## config.mk

```make
export PLATFORM = sky130hd
export DESIGN_NAME = bus_arbiter_n
export DESIGN_NICKNAME = d
export VERILOG_FILES = /design/src/rtl/bus_arb_pkg.sv /design/src/rtl/bus_arbiter_n_rr_pick.sv /design/src/rtl/bus_arbiter_n.sv
export SDC_FILE = /design/constraint.sdc
export NUM_CORES = 1
export LEC_CHECK = 0
export CORE_AREA = 2 2 39 41
export CTS_BUF_LIST = sky130_fd_sc_hd__clkbuf_4 sky130_fd_sc_hd__clkbuf_8 sky130_fd_sc_hd__clkbuf_16
export DETAILED_ROUTE_END_ITERATION = 7
export DIE_AREA = 0 0 41 43
export GPL_ROUTABILITY_DRIVEN = 1
export GPL_TIMING_DRIVEN = 0
export SYNTH_ARGS = -nofsm -noshare
export SYNTH_HDL_FRONTEND = slang
export SYNTH_SLANG_ARGS = --single-unit
```

## constraint.sdc

```tcl
create_clock -name clk -period 1.8 [get_ports clk]
set_input_delay 0.45 -clock clk [delete_from_list [all_inputs] [get_ports clk]]
set_output_delay 0.45 -clock clk [all_outputs]
set_load 0.01 [all_outputs]
```

## src/rtl/bus_arb_pkg.sv

```systemverilog
// Shared arbitration constants and the one-hot to index helper.
// Latency: none (constants and a combinational function only).
// Backpressure: not applicable.
// Contents: ARB_FIXED/ARB_RR mode codes, tenure counter width, onehot_to_idx()
// (also used by the slave-side address/grant decoders).
package bus_arb_pkg;

    localparam int ARB_FIXED   = 0;
    localparam int ARB_RR      = 1;
    localparam int TENURE_W    = 8;
    localparam int MAX_MASTERS = 16;

    // Binary index of a one-hot vector; returns 0 for an all-zero input.
    function automatic logic [3:0] onehot_to_idx(input logic [MAX_MASTERS-1:0] oh);
        logic [3:0] idx;
        idx = '0;
        for (int i = 0; i < MAX_MASTERS; i++) begin
            if (oh[i]) idx = idx | 4'(i);
        end
        return idx;
    endfunction

endpackage

```

## src/rtl/bus_arbiter_n_rr_pick.sv

```systemverilog
// Masked priority picker: first set request at or after 'base', wrapping.
// Latency: combinational.
// Backpressure: none; the caller decides when to use the winner.
// Ports: req (request vector), base (search start index),
//        gnt (one-hot winner), vld (any request present).
module rr_pick #(
    parameter int N  = 4,
    parameter int IW = $clog2(N)
) (
    input  logic [N-1:0]  req,
    input  logic [IW-1:0] base,
    output logic [N-1:0]  gnt,
    output logic          vld
);

    // Rotate requests so 'base' lands on bit 0, pick the lowest set bit,
    // then rotate the winner back into place.
    logic [2*N-1:0] req_dbl;
    logic [N-1:0]   rot_req;
    logic [N-1:0]   rot_gnt;
    logic [2*N-1:0] gnt_dbl;

    always_comb begin
        req_dbl = {req, req} >> base;
        rot_req = req_dbl[N-1:0];
        rot_gnt = '0;
        for (int i = N - 1; i >= 0; i--) begin
            if (rot_req[i]) begin
                rot_gnt    = '0;
                rot_gnt[i] = 1'b1;
            end
        end
        gnt_dbl = {rot_gnt, rot_gnt} << base;
        gnt     = gnt_dbl[2*N-1:N];
        vld     = |req;
    end

endmodule

```

## src/rtl/bus_arbiter_n.sv

```systemverilog
// N-master shared-bus arbiter: registered one-hot grant, parks on PARK_ID.
// Latency: 1 cycle from sampled req to grant; hand-over has no dead cycle.
// Backpressure: none; owner holds while req is high, req is level-sensitive.
// Ports: clk, reset_n (async active-low), req[N], grant[N] (one-hot),
//        grant_id (owner index), preempt (pulse on a timeout hand-over).
// Build option: BUS_ARBITER_TIMEOUT_EN enables the MAX_TENURE tenure limit.
module bus_arbiter_n
    import bus_arb_pkg::*;
#(
    parameter int N_MASTERS  = 4,
    parameter int PARK_ID    = 0,
    parameter int ARB_MODE   = 1,
    parameter int MAX_TENURE = 16
) (
    input  logic                         clk,
    input  logic                         reset_n,
    input  logic [N_MASTERS-1:0]         req,
    output logic [N_MASTERS-1:0]         grant,
    output logic [$clog2(N_MASTERS)-1:0] grant_id,
    output logic                         preempt
);

    localparam int IW = $clog2(N_MASTERS);
    localparam logic [N_MASTERS-1:0] PARK_GNT = {{(N_MASTERS-1){1'b0}}, 1'b1} << PARK_ID;
    localparam logic [IW-1:0]        PARK_IDX = IW'(PARK_ID);

    if (N_MASTERS < 2 || N_MASTERS > MAX_MASTERS) begin : g_bad_n
        $error("bus_arbiter_n: N_MASTERS out of range 2..16");
    end
    if (PARK_ID < 0 || PARK_ID >= N_MASTERS) begin : g_bad_park
        $error("bus_arbiter_n: PARK_ID must index a master");
    end
    if (MAX_TENURE < 2 || MAX_TENURE > 255) begin : g_bad_tenure
        $error("bus_arbiter_n: MAX_TENURE out of range 2..255");
    end

    logic [N_MASTERS-1:0] pick_req;
    logic [N_MASTERS-1:0] pick_gnt;
    logic                 pick_vld;
    logic [IW-1:0]        pick_id;
    logic [IW-1:0]        pick_base;
    logic                 owner_req;
    logic [N_MASTERS-1:0] nxt_gnt;
    logic [IW-1:0]        nxt_id;

    // The owner is excluded from the search: on release its req is already
    // low, and on preemption it must not win again.
    assign pick_req  = req & ~grant;
    assign owner_req = |(req & grant);

    // grant_id doubles as the round-robin pointer (last granted index, which
    // includes parking), so the search starts just past it.
    always_comb begin
        pick_base = '0;
        if (ARB_MODE == ARB_RR) begin
            pick_base = (grant_id == IW'(N_MASTERS - 1)) ? '0 : grant_id + IW'(1);
        end
    end

    rr_pick #(
        .N  (N_MASTERS),
        .IW (IW)
    ) u_pick (
        .req  (pick_req),
        .base (pick_base),
        .gnt  (pick_gnt),
        .vld  (pick_vld)
    );

    assign pick_id = IW'(onehot_to_idx(MAX_MASTERS'(pick_gnt)));

`ifdef BUS_ARBITER_TIMEOUT_EN
    localparam logic [TENURE_W-1:0] TENURE_LAST = TENURE_W'(MAX_TENURE - 1);
    localparam logic [TENURE_W-1:0] TENURE_MAX  = TENURE_W'(MAX_TENURE);

    logic [TENURE_W-1:0] tenure;
    logic                take_to;
`endif

    always_comb begin
        nxt_gnt = grant;
        nxt_id  = grant_id;
`ifdef BUS_ARBITER_TIMEOUT_EN
        take_to = 1'b0;
`endif
        if (!owner_req) begin
            if (pick_vld) begin
                nxt_gnt = pick_gnt;
                nxt_id  = pick_id;
            end else begin
                nxt_gnt = PARK_GNT;
                nxt_id  = PARK_IDX;
            end
        end
`ifdef BUS_ARBITER_TIMEOUT_EN
        else if (pick_vld && tenure == TENURE_LAST) begin
            nxt_gnt = pick_gnt;
            nxt_id  = pick_id;
            take_to = 1'b1;
        end
`endif
    end

    always_ff @(posedge clk or negedge reset_n) begin
        if (!reset_n) begin
            grant    <= PARK_GNT;
            grant_id <= PARK_IDX;
        end else begin
            grant    <= nxt_gnt;
            grant_id <= nxt_id;
        end
    end

`ifdef BUS_ARBITER_TIMEOUT_EN
    // Counts contended held cycles; frozen while nobody else is waiting.
    always_ff @(posedge clk or negedge reset_n) begin
        if (!reset_n) begin
            tenure  <= '0;
            preempt <= 1'b0;
        end else begin
            preempt <= take_to;
            if (nxt_gnt != grant) begin
                tenure <= '0;
            end else if (owner_req && pick_vld && tenure != TENURE_MAX) begin
                tenure <= tenure + TENURE_W'(1);
            end
        end
    end
`else
    assign preempt = 1'b0;
`endif

endmodule

```

==> flow_summary.yaml, run 1 <==
outcome:
  run_status: "finished, final reports clean"
critical_path:
  critPathArrivalTime_ns: 1.32
  startpoint: "grant_id[0]"
  path_class: "reg -> out"
  required_ns: 1.35
  rr_worst_depth: 6
  slowest_stage: "clkdlybuf4s50_1"
  crit_buf_inv: 1
  r2r_start: "grant_id[0]"
  critPathLaunchType: "flip-flop"
  cp_top_family: "buffers and inverters"
  worstPathCellList: "clkdlybuf4s50_1"
  slowest_delay_ns: 0.59
  cp_max_fo: 5
  cp-end-kind: "output pin"
  cp.depth: 1
sta:
  report.final.slew_viol_count: 0
  finalClockSkew_ns: 0.00761
  hold_viol: 0
  rsz0062_at_grt: "no"
  setup-violations-final: 0
  finalCriticalPeriod_ns: 1.77
  period_share_pct: 98.2
  maxClockFrequency_ghz: 0.566
  setup_tns_ns: 0
grt:
  track_usage_pct: 15.7
  grt_pass1_vias: 410
  grt_max_degree: 10
  overflow: 0
  antenna_found_initial: 0
  grt_pass1_wl_um: 1830
place:
  io_buffer_count: 11
  gp_congestion: 0.727
  dpl_cell_area_sq_um: 586
  dp_hpwl_um: 826
  dp_cells: 78
cells_and_area:
  fillers: 151
  layout_common_cells: "clkdlybuf4s50_1, o21ai_0, nand2_1, dfrtp_1, clkbuf_4"
  final_common_cell: "clkdlybuf4s50_1"
  final_area_sq_um: 627
  fin_nets: 74
  antenna_cells: 0
  fin_cells: 82
  area_delta_synth_final_pct: 37.6
  drive_gt1_share_pct: 22.7
detailed_routing:
  wl_per_cell_um: 13.0
  drt.antenna.violating_nets: 0
  drtIter0Drc: 10
  first_pass_iters: 4
  via_per_inst: 5.10
  drc: 0
  detail_route.wirelength_um: 1070
  vias: 418
logic_synthesis:
  synth_area_leader_cell: "dfrtp_1"
  synth_edf_count: 0
  synth_cells: 51
  syn_nets: 58
  ys_warn_count: 0
  synthArstFlopShare_pct: 100
  synth_area_leaders: "dfrtp_1, o21ai_0, dfstp_2"
  syn_area_per_cell_sq_um: 8.93
  netlist_area_sq_um: 455
  synth_seq_cells: 6
  synth_top_area_share_pct: 27.5
  synth_ff_type: "dfrtp_1"
  ys_seq_area_share_pct: 33.2
  synth.distinct_cells: 26
clock_tree:
  max-clock-path-buffers: 2
  clk_latency_ns: 0.25
  cts.clk_slew.worst_paths_ns: 0.05
  cts_buffers: 3
  root_buffer: "clkbuf_4"
  htree_levels: 1
  hold_buffers: 0
  clock-sinks: 6
  tritoncts: "yes"
floorplan:
  ioPinCount: 13
  rows: 14
  die_height_um: 43
  core_area_sq_um: 1380
  dieArea_sq_um: 1760
  die_w_um: 41
  start_util_pct: 32.9
min_path:
  min_path_type: "in -> async"
power:
  p_per_area_nw_per_um2: 1740
  peakVddDrop_mv: 0.903
  static-leakage-power_uw: 0.000262
job:
  drv_cap: 0
[repair_timing]
| action | in CTS | in global routing |
|---|---|---|
| buffers inserted | 0 | 0 |
| endpoints found under the setup margin | 1 | 1 |
| gates resized for setup | 1 | 2 |
[cell usage after synthesis, types with 2 or more instances]
cell,number
a31oi_1,2
nand2b_1,2
a22oi_1,3
inv_1,3
dfrtp_1,5
a21oi_1,2
nor2_1,2
a22o_1,2
o21ai_0,8
nand2_1,6
[stage by stage]
stage                     hold WS, ns  utilization, %  setup slack [ns]  total power (uW)
final                           0.438            45.3            0.0330              1090
after global routing            0.456            45.3           0.00482              1190
after CTS                       0.429            44.4            0.0547              1060
after detailed placement        0.514            42.3           -0.0946               914
after global placement          0.511            42.3            -0.101               907
after floorplan                 0.154               -             0.191               703
[worst paths after layout]
path | end | slack (ns)
max reg2reg | grant_id[1] | 0.17
min reg2reg | grant[0] | 0.52
max | grant_id[0] | 0.03
min in group clk | grant[0] | 0.52
min | grant[1] | 0.44
max in group asynchronous | grant[0] | 1.09
[sequential cells by signal, indices dropped and copies added, names as in the netlist]
name / flops
grant_id: 2
grant: 4
[where the power goes]
part	internal [uW]	leakage [uW]	switching (uW)
Clock	98.9	0.0000184	47.9
Combinational	343	0.000169	323
Sequential	201	0.0000752	77.2
Total	643	0.000262	448
[area by class of cell]
cell class | instances | area (sq um) | share of cell area (%)
buffer | 1 | 7.51 | 1.20
timing repair buffer | 11 | 109 | 17.4
sequential | 6 | 151 | 24.2
inverter | 3 | 11.3 | 1.80
clock buffer | 4 | 30.0 | 4.79
multi-input combinational | 41 | 298 | 47.5
tap | 16 | 20.0 | 3.19
[kinds of logic after synthesis]
group	synth area share [%]
AOI/OAI and AO/OA	37.1
adders and majority gates	2.75
buffers and inverters	4.12
DFF	33.2
other	0.823
and+or+nand+nor	22.0
[per-layer routing]
metal  vias to the layer above  GRT usage [%]  share of wire (%)  wire (um)
li1                        212              -                  -          -
met3                         0           3.14               0.94         10
met2                         3           20.6                 55        589
met1                       203           21.6                 44        465
met4                         0           12.0                  0          0
met5                         -              0                  0          0
Power figures use the tool's default switching activity.
==> run 2: changes to the inputs <==
--- a/config.mk
+++ b/config.mk
@@ -13,4 +13,5 @@
 export GPL_TIMING_DRIVEN = 0
 export SYNTH_ARGS = -nofsm -noshare
 export SYNTH_HDL_FRONTEND = slang
+export SYNTH_HIERARCHICAL = 1
 export SYNTH_SLANG_ARGS = --single-unit
==> run 2 against run 1 <==
  * Largest power group unchanged
  * Synthesized cell count grew 3.9%
  * Power fell by 0.33%
  * Sequential share of layout area shrank 1.8 points
  * Critical endpoint is now grant[0]
  * Sequential power decreased by 5%
  * Worst hold slack got worse by 0.0047 ns
  * Cell count up 3.7%
==> flow_summary.yaml, run 2 <==
clock_tree:
  cts_buffers: 3
  htree_levels: 1
  clk_latency_ns: 0.25
  cts.clk_slew.worst_paths_ns: 0.05
  max-clock-path-buffers: 2
  root_buffer: "clkbuf_4"
  tritoncts: "yes"
  clock-sinks: 6
  hold_buffers: 0
logic_synthesis:
  synth_cells: 53
  synth_seq_cells: 6
  syn_nets: 60
  muxShareOfSynthArea_pct: 13.8
  synth_top_family_by_area: "compound AO/OA/AOI/OAI gates"
  synth_compound_area_share_pct: 22.2
  netlist_area_sq_um: 473
  ys_seq_area_share_pct: 32.0
  yosys.area_share.simple_pct: 22.2
  synth_area_leaders: "dfrtp_1, mux2i_1, dfstp_2"
  synth_commonest_cells: "inv_1, dfrtp_1, mux2i_1, nand2_1, nor2_1"
  yosysMostFrequentCell: "inv_1"
  synth_area_leader_cell: "dfrtp_1"
  synth.distinct_cells: 25
  synth_top_area_share_pct: 26.5
  synth_fa_ha_area_share_pct: 2.65
  synthArstFlopShare_pct: 100
  synthXorXnorAreaFrac_pct: 0
  ys_warn_count: 6
  synth_edf_count: 0
  syn_area_per_cell_sq_um: 8.92
  synth_ff_type: "dfrtp_1"
place:
  pre_cts_slack_ns: -0.400
  dp_hpwl_um: 740
  io_buffer_count: 11
  dp_cells: 80
  gp_congestion: 0.744
sta:
  report.final.slew_viol_count: 0
  hold_viol: 0
  finalClockSkew_ns: 0.00499
  rsz0062_at_grt: "no"
  setup_ws_ns: 0.0808
  hold_slack_ns: 0.434
  finalCriticalPeriod_ns: 1.72
  setup-violations-final: 0
  period_share_pct: 95.5
  maxClockFrequency_ghz: 0.582
  setup_tns_ns: 0
power:
  static-leakage-power_uw: 0.000331
  peakVddDrop_mv: 0.613
  total_power_uw: 1090
  p_per_area_nw_per_um2: 1610
critical_path:
  cp-end-kind: "flip-flop"
  critPathArrivalTime_ns: 1.89
  cp_max_fo: 4
  path_class: "in -> reg"
  required_ns: 1.97
  critPathLaunchType: "input port"
grt:
  antenna_found_initial: 0
  track_usage_pct: 13.0
  grt_pass1_vias: 366
  overflow: 0
  grt_max_degree: 8
  grt_pass1_wl_um: 1520
floorplan:
  die_w_um: 41
  ioPinCount: 13
  start_util_pct: 34.2
  dieArea_sq_um: 1760
  rows: 14
  die_height_um: 43
  core_area_sq_um: 1380
detailed_routing:
  vias: 411
  drtIter0Drc: 6
  detail_route.wirelength_um: 917
  first_pass_iters: 4
  via_per_inst: 4.84
  wl_per_cell_um: 10.8
  drc: 0
  drt.antenna.violating_nets: 0
cells_and_area:
  area_delta_synth_final_pct: 43.1
  drive_gt1_share_pct: 26.1
  top_regs: "grant (4), grant_id (2)"
  layout_common_cells: "clkdlybuf4s50_1, inv_1, mux2i_1, nand2_1, dfrtp_1"
  fin_cells: 85
  fin_nets: 77
  largest_reg_flops: 4
  top_register: "grant"
  antenna_cells: 0
  final_common_cell: "clkdlybuf4s50_1"
min_path:
  min_path_type: "in -> async"
job:
  drv_cap: 0
outcome:
  run_status: "finished, final reports clean"
-- run 2: cell types whose count changed after synthesis, sizes merged, moves of 2 or more --
cell and change:
a22o -2, a31oi -2, inv +3, mux2i +5, nor2b +3, o21ai -6
-- run 2: per-layer routing --
layer	up-vias	track usage (%)	wire (um)
li1	213	-	-
met1	188	15.6	405
met2	8	18.8	464
met3	2	3.14	28
met4	0	10.0	19
met5	-	0	0
-- run 2: layout make-up --
cell class / count / area, sq um
Tap cell: 16 / 20.0
Timing Repair Buffer: 12 / 135
Buffer: 1 / 7.51
Inverter: 6 / 22.5
Sequential cell: 6 / 151
Fill cell: 135 / 707
Multi-Input combinational cell: 40 / 310
Clock buffer: 4 / 30.0
-- run 2: cells by family (layout without fill, tap and decap cells) --
kind of cell	count (synthesis)	in the layout
multiplexers	6	6
AND/OR/NAND/NOR	19	19
AO/OA/AOI/OAI	13	13
other	1	1
buffers and inverters	7	23
adder cells (fa/ha/maj)	1	1
flip-flops	6	6
-- run 2: stage by stage --
stage	cell area, sq um	utilization [%]
after global placement	603	43.6
after floorplan	473	-
after detailed placement	603	43.6
after global routing	677	48.9
final	677	48.9
after CTS	644	46.6
-- run 2: worst max-delay path, stage by stage --
cell	delay (ns)
clkdlybuf4s50_1	0.49
nor2b_4	0.18
a2bb2oi_2	0.13
o22ai_1	0.08
and2_1	0.16
nand2b_1	0.13
mux2_4	0.26
-- run 2: path summary, 6_finish.rpt --
check,startpoint,end,slack (ns),depth (start not counted)
min in group clk,grant_id[1],grant_id[1],0.56,2
max in group asynchronous,reset_n,grant[0],1.10,1
max,req[1],grant[0],0.08,7
min,reset_n,grant_id[0],0.43,1
max reg2reg,grant_id[0],grant[0],0.14,6
min reg2reg,grant_id[1],grant_id[1],0.56,2
-- run 2: where the power goes --
part / internal [uW] / switching (uW) / leakage (uW)
clock network: 99.1 / 50.5 / 0.0000184
logic: 361 / 312 / 0.000237
registers: 199 / 65.2 / 0.0000750
-- run 2: repair_timing --
action                     4_1_cts  5_1_grt
buffers inserted                 0        1
setup endpoints to repair        2        6
hold endpoints to repair         0        0
gates resized for setup          4        4
